File: config.mk
export PLATFORM = sky130hd
export DESIGN_NAME = tinyqv_uart_tx
export DESIGN_NICKNAME = d
export VERILOG_FILES = /design/src/rtl/tinyqv_uart_tx.sv
export SDC_FILE = /design/constraint.sdc
export NUM_CORES = 1
export LEC_CHECK = 0
export BUFFER_PORTS_ARGS = -buffer_cell sky130_fd_sc_hd__buf_2
export CAP_MARGIN = 20
export CORE_AREA = 2 2 113 115
export CTS_CLUSTER_DIAMETER = 60
export CTS_CLUSTER_SIZE = 12
export DETAILED_ROUTE_END_ITERATION = 10
export DIE_AREA = 0 0 115 117
export SLEW_MARGIN = 20
export SYNTH_ARGS = -nofsm -noshare
export SYNTH_HDL_FRONTEND = slang
export SYNTH_SLANG_ARGS = --single-unit
File: constraint.sdc
create_clock -name clk -period 4.66 [get_ports clk]
set_input_delay 0.932 -clock clk [delete_from_list [all_inputs] [get_ports clk]]
set_output_delay 0.932 -clock clk [all_outputs]
set_load 0.005 [all_outputs]
File: src/rtl/tinyqv_uart_tx.sv
// tinyqv_uart_tx: memory-mapped 8N1 UART transmitter with a small TX FIFO.
// Ports: clk, rstn (sync, active-low); TinyQV data bus addr_in,
//   data_write_n, data_read_n, data_in, data_ready, data_out;
//   uart_txd (idle high); irq (TX-empty, only with TINYQV_UART_TX_IRQ_EN).
module tinyqv_uart_tx #(
  parameter logic [27:0] BASE_ADDR   = 28'h8000000,
  parameter int          FIFO_DEPTH  = 4,
  parameter logic [15:0] DEFAULT_DIV = 16'd103
) (
  input  logic        clk,
  input  logic        rstn,
  input  logic [27:0] addr_in,
  input  logic [1:0]  data_write_n,
  input  logic [1:0]  data_read_n,
  input  logic [31:0] data_in,
  output logic        data_ready,
  output logic [31:0] data_out,
  output logic        uart_txd,
  output logic        irq
);
  localparam int PW = $clog2(FIFO_DEPTH);
  localparam int CW = PW + 1;

  typedef enum logic [1:0] {
    S_IDLE, S_START, S_DATA, S_STOP
  } state_t;

  state_t        state;
  logic [15:0]   div;
  logic [15:0]   baud_cnt;
  logic [2:0]    bit_idx;
  logic [7:0]    shift;
  logic [7:0]    mem [FIFO_DEPTH];
  logic [PW-1:0] wr_ptr;
  logic [PW-1:0] rd_ptr;
  logic [CW-1:0] count;
  logic          irq_en;

  logic          sel, wr, rd;
  logic          full, empty, busy;
  logic          push, pop, bit_end;
  logic [1:0]    off;
  logic [31:0]   status;
  logic          unused;

  assign sel   = addr_in[27:4] == BASE_ADDR[27:4];
  assign off   = addr_in[3:2];
  assign wr    = data_write_n != 2'b11;
  assign rd    = data_read_n != 2'b11;
  assign full  = count == CW'(FIFO_DEPTH);
  assign empty = count == '0;
  assign busy  = (state != S_IDLE) || !empty;

  assign unused = &{1'b0, data_in[31:16], addr_in[1:0]};

  assign status = {23'b0, irq_en, 4'(count),
                   1'b0, empty, full, busy};

  always_comb begin
    data_ready = 1'b0;
    data_out   = '0;
    push       = 1'b0;
    if (sel && (wr || rd)) begin
      data_ready = 1'b1;
      if (wr && off == 2'd0) begin
        data_ready = !full;
        push       = !full;
      end
      if (rd) begin
        unique case (off)
          2'd1:    data_out = status;
          2'd2:    data_out = {16'b0, div};
          default: data_out = '0;
        endcase
      end
    end
  end

  // A pop loads the shifter: from IDLE, or straight out of STOP
  // so that queued frames follow with no idle gap.
  assign bit_end = baud_cnt == '0;
  assign pop = !empty &&
               (state == S_IDLE ||
                (state == S_STOP && bit_end));

  always_ff @(posedge clk) begin
    if (!rstn) begin
      div <= DEFAULT_DIV;
    end else if (sel && wr && off == 2'd2) begin
      div <= data_in[15:0];
    end
  end

`ifdef TINYQV_UART_TX_IRQ_EN
  always_ff @(posedge clk) begin
    if (!rstn) begin
      irq_en <= 1'b0;
      irq    <= 1'b0;
    end else begin
      if (sel && wr && off == 2'd1)
        irq_en <= data_in[8];
      irq <= irq_en && empty &&
             state == S_IDLE;
    end
  end
`else
  assign irq_en = 1'b0;
  assign irq    = 1'b0;
`endif

  always_ff @(posedge clk) begin
    if (push)
      mem[wr_ptr] <= data_in[7:0];
  end

  always_ff @(posedge clk) begin
    if (!rstn) begin
      wr_ptr <= '0;
      rd_ptr <= '0;
      count  <= '0;
    end else begin
      if (push)
        wr_ptr <= wr_ptr + PW'(1);
      if (pop)
        rd_ptr <= rd_ptr + PW'(1);
      case ({push, pop})
        2'b10:   count <= count + CW'(1);
        2'b01:   count <= count - CW'(1);
        default: ;
      endcase
    end
  end

  always_ff @(posedge clk) begin
    if (!rstn) begin
      state    <= S_IDLE;
      uart_txd <= 1'b1;
      baud_cnt <= '0;
      bit_idx  <= '0;
      shift    <= '0;
    end else begin
      if (state != S_IDLE && !bit_end)
        baud_cnt <= baud_cnt - 16'd1;
      unique case (state)
        S_IDLE: begin
          if (pop) begin
            shift    <= mem[rd_ptr];
            baud_cnt <= div;
            uart_txd <= 1'b0;
            state    <= S_START;
          end
        end
        S_START: begin
          if (bit_end) begin
            baud_cnt <= div;
            bit_idx  <= '0;
            uart_txd <= shift[0];
            state    <= S_DATA;
          end
        end
        S_DATA: begin
          if (bit_end) begin
            baud_cnt <= div;
            shift    <= shift >> 1;
            bit_idx  <= bit_idx + 3'd1;
            if (bit_idx == 3'd7) begin
              uart_txd <= 1'b1;
              state    <= S_STOP;
            end else begin
              uart_txd <= shift[1];
            end
          end
        end
        S_STOP: begin
          if (bit_end) begin
            if (pop) begin
              shift    <= mem[rd_ptr];
              baud_cnt <= div;
              uart_txd <= 1'b0;
              state    <= S_START;
            end else begin
              state    <= S_IDLE;
            end
          end
        end
      endcase
    end
  end

endmodule

==> results.md <==
* Data required, critical path at around 3.7 ns
* Worst R2R Start: baud_cnt[0]
* Hold_ws at 0.470 ns
* Synthesized instance count at 490
* Seq/Total Area, Yosys at around 43%
* Crit path DAT at between 2 and 2.5 ns
* Post-Syn Area at just under 5000 sq um
* Detailed placement HPWL at just under 8 mm
* Skew final at 0.00762 ns
* CP peak stage delay at between 0.4 and 0.5 ns
* Post-route cell area at about 5400 sq um
* CP startpoint kind: input port
* Ys async rst share at 0%
* ANT cells at 0
* Vias in the first global route at around 3,500
* DRT Wirelength at 10.8 mm
* Worst min path class: reg2reg
* Starting Density at roughly 40%
* Peak VDD IR at between 0.2 and 0.3 mV
* PD cells at ~280 nW/um^2
* Distinct cells, synth at between 60 and 70
* Most frequent cell on the critical path: buf_2
* Area grow syn2layout at 12.9%
* H-tree levels at 3
* Chip height at approximately 120 microns
* Setup crit start: addr_in[23]
* Most frequent cells in the layout: buf_2 (65), dfxtp_1 (55), nand2_1 (52)
* Min-Delay Startpoint: shift[7]
* Worst-Skew Late Latency at between 0.3 and 0.4 ns
* Avg Cell Area, Syn at between 9 and 10 sq um
* EDFF count, synth at 32
* Drt drc at 0
* Largest net degree at the start of global routing at 55
* Sink Count at 87
* Worst path slowest cell: and3_1
* Fmax at approximately 0.30 GHz
* Setup CP Type: in2out
* Ys Warns at 0
* Most common cell after layout, fill and taps aside: buf_2
* Slew headroom at roughly 28%
* Core Box Area at roughly 12,000 sq um
* CP Capture Type: output port
* Row count at just over 40
* CTS Hold Bufs at 0
* Seq cells post-synth at 87
* CTS tree: yes
* Post-DR vias/cell at about 5.4
* Outcome: finished, final reports clean
* Worst slew pin tran at between 1 and 1.5 ns
* Antenna viol nets, final at 0
* Die W at ~120 microns
* Global-route wire length before repair at about 18 mm
* Share of post-route cells with drive strength above 1 at a little under a fifth
* Routability Congestion at around 0.84
* DR iter-0 viols at approximately 200
* Maximum clock insertion buffer count at 2
* Initial antenna violation count at 0
* Area of the die at 13,500 sq um
* Final Critical Period at between 3 and 4 ns
* Final hold vios at 0
* Port buffer count at 65
* Root Buffer Master: clkbuf_16
* Routed wire per std cell at ~16 microns
* Grt ovf at 0
* Post-synth top flop: dfxtp_1
* CTS Buf Count at 9
* Max cap viols at 0
* RSZ-0062 raised after global routing: false
* Boundary pin count at about 100
* Post-Place Cell Area at about 5000 sq um
* Setup-failing EPs final at 0
* Gr usage total at about 17%
* First-pass detailed-route iteration total at 4
* Crit Path Max Fanout at 10
* Post-CTS Resized at 0
* Final worst path period share at 72.5%
* Setup Fix Bufs, Post-CTS at 0
* Critical path cell sequence: buf_2 > nor4b_1 > nand4_1 > nor2_1 > and3_1 > and2_1 > buf_2
* Clock transition at path regs at 0.06 ns
* Layout Nets at just over 600
* Via count at between 3,000 and 4,000
* Setup TNS at 0 ns
* Final count of pins violating max slew at 0
* Lkg Pwr at around 2.1 nW
through the flow:
step | setup slack, ns | power, W | utilization (%) | cells
floorplan | 1.68 | 0.000833 | - | 506
finish | 1.28 | 0.00154 | 44.2 | 692
CTS | 1.22 | 0.00156 | 44.2 | 692
detailed placement | 1.23 | 0.000851 | 41.8 | 676
global placement | 1.26 | 0.000849 | 41.8 | 676
global route | 1.09 | 0.00159 | 44.2 | 692
state kept, by name, summed over array words and instances (netlist names), 2 cells and up, named ones only:
signal	count
mem	32
baud_cnt	16
div	16
shift	8
bit_idx	3
count	3
rd_ptr	2
state	2
wr_ptr	2
logic make-up (layout without fill, tap and decap cells):
kind of cell	count (synthesis)	after routing	synth area share, %
AND/OR/NAND/NOR	175	175	19.6
AO/OA/AOI/OAI	96	96	13.9
flip-flops	87	87	42.8
buffers and inverters	61	97	6.41
multiplexers	35	35	9.34
adder cells (fa/ha/maj)	18	18	4.83
XOR/XNOR	17	17	3.09
other	1	17	0.0778
final timing paths:
| check | slack, ns | depth (start not counted) | to |
|---|---|---|---|
| min | 0.47 | 2 | shift[7] |
| min reg2reg | 0.47 | 2 | shift[7] |
| max | 1.28 | 7 | data_out[8] |
| max reg2reg | 1.38 | 11 | count[2] |
critical path, delay by kind of cell:
| kind | cells | cell delay (ns) |
|---|---|---|
| simple gates | 5 | 1.32 |
| buf+inv | 2 | 0.19 |
power by group:
| group | internal (W) | switching [W] | total, W |
|---|---|---|---|
| logic | 0.0000208 | 0.0000271 | 0.0000478 |
| registers | 0.000786 | 0.000000000470 | 0.000786 |
| clock network | 0.000374 | 0.000331 | 0.000705 |
| total | 0.00118 | 0.000358 | 0.00154 |
cells in the mapped netlist, types with 3 or more instances:
cell | count | area share (%)
edfxtp_1 | 32 | 20
inv_1 | 15 | 1.2
mux2i_1 | 27 | 5.6
nand2_1 | 52 | 4.0
a21oi_1 | 20 | 2.1
mux4_2 | 8 | 3.7
nand4_1 | 4 | 0.52
o21a_1 | 4 | 0.62
nor4_1 | 7 | 0.91
ha_1 | 17 | 4.4
a211oi_1 | 3 | 0.47
o21ai_0 | 23 | 2.4
buf_2 | 7 | 0.73
a21boi_0 | 3 | 0.47
a22oi_1 | 5 | 0.78
o211a_1 | 7 | 1.5
dfxtp_1 | 55 | 23
or3_1 | 4 | 0.52
xnor2_1 | 10 | 1.8
buf_4 | 19 | 3.0
nand3_1 | 12 | 1.2
nor2b_1 | 14 | 1.8
and2_1 | 20 | 2.6
nor2_1 | 33 | 2.6
xor2_1 | 7 | 1.3
nor3_1 | 9 | 0.93
and3_1 | 3 | 0.39
o2bb2ai_1 | 6 | 1.1
clkbuf_1 | 20 | 1.6
area by class of cell:
cell class,instances,area [sq um]
Clock inverter,7,67.6
Timing Repair Buffer,66,333
Inverter,15,56.3
Clock buffer,9,225
Multi-Input combinational cell,358,2510
Sequential cell,87,2060
Tap cell,150,188
Fill cell,1187,6870
per-layer routing:
metal	share of wire [%]	global-route usage [%]	vias up
met5	0	0	-
met2	49	28.9	97
li1	-	-	1831
met1	45	20.7	1780
met3	4.7	4.89	18
met4	1.6	4.90	0
Note: power is estimated with default switching activity, not from simulation.
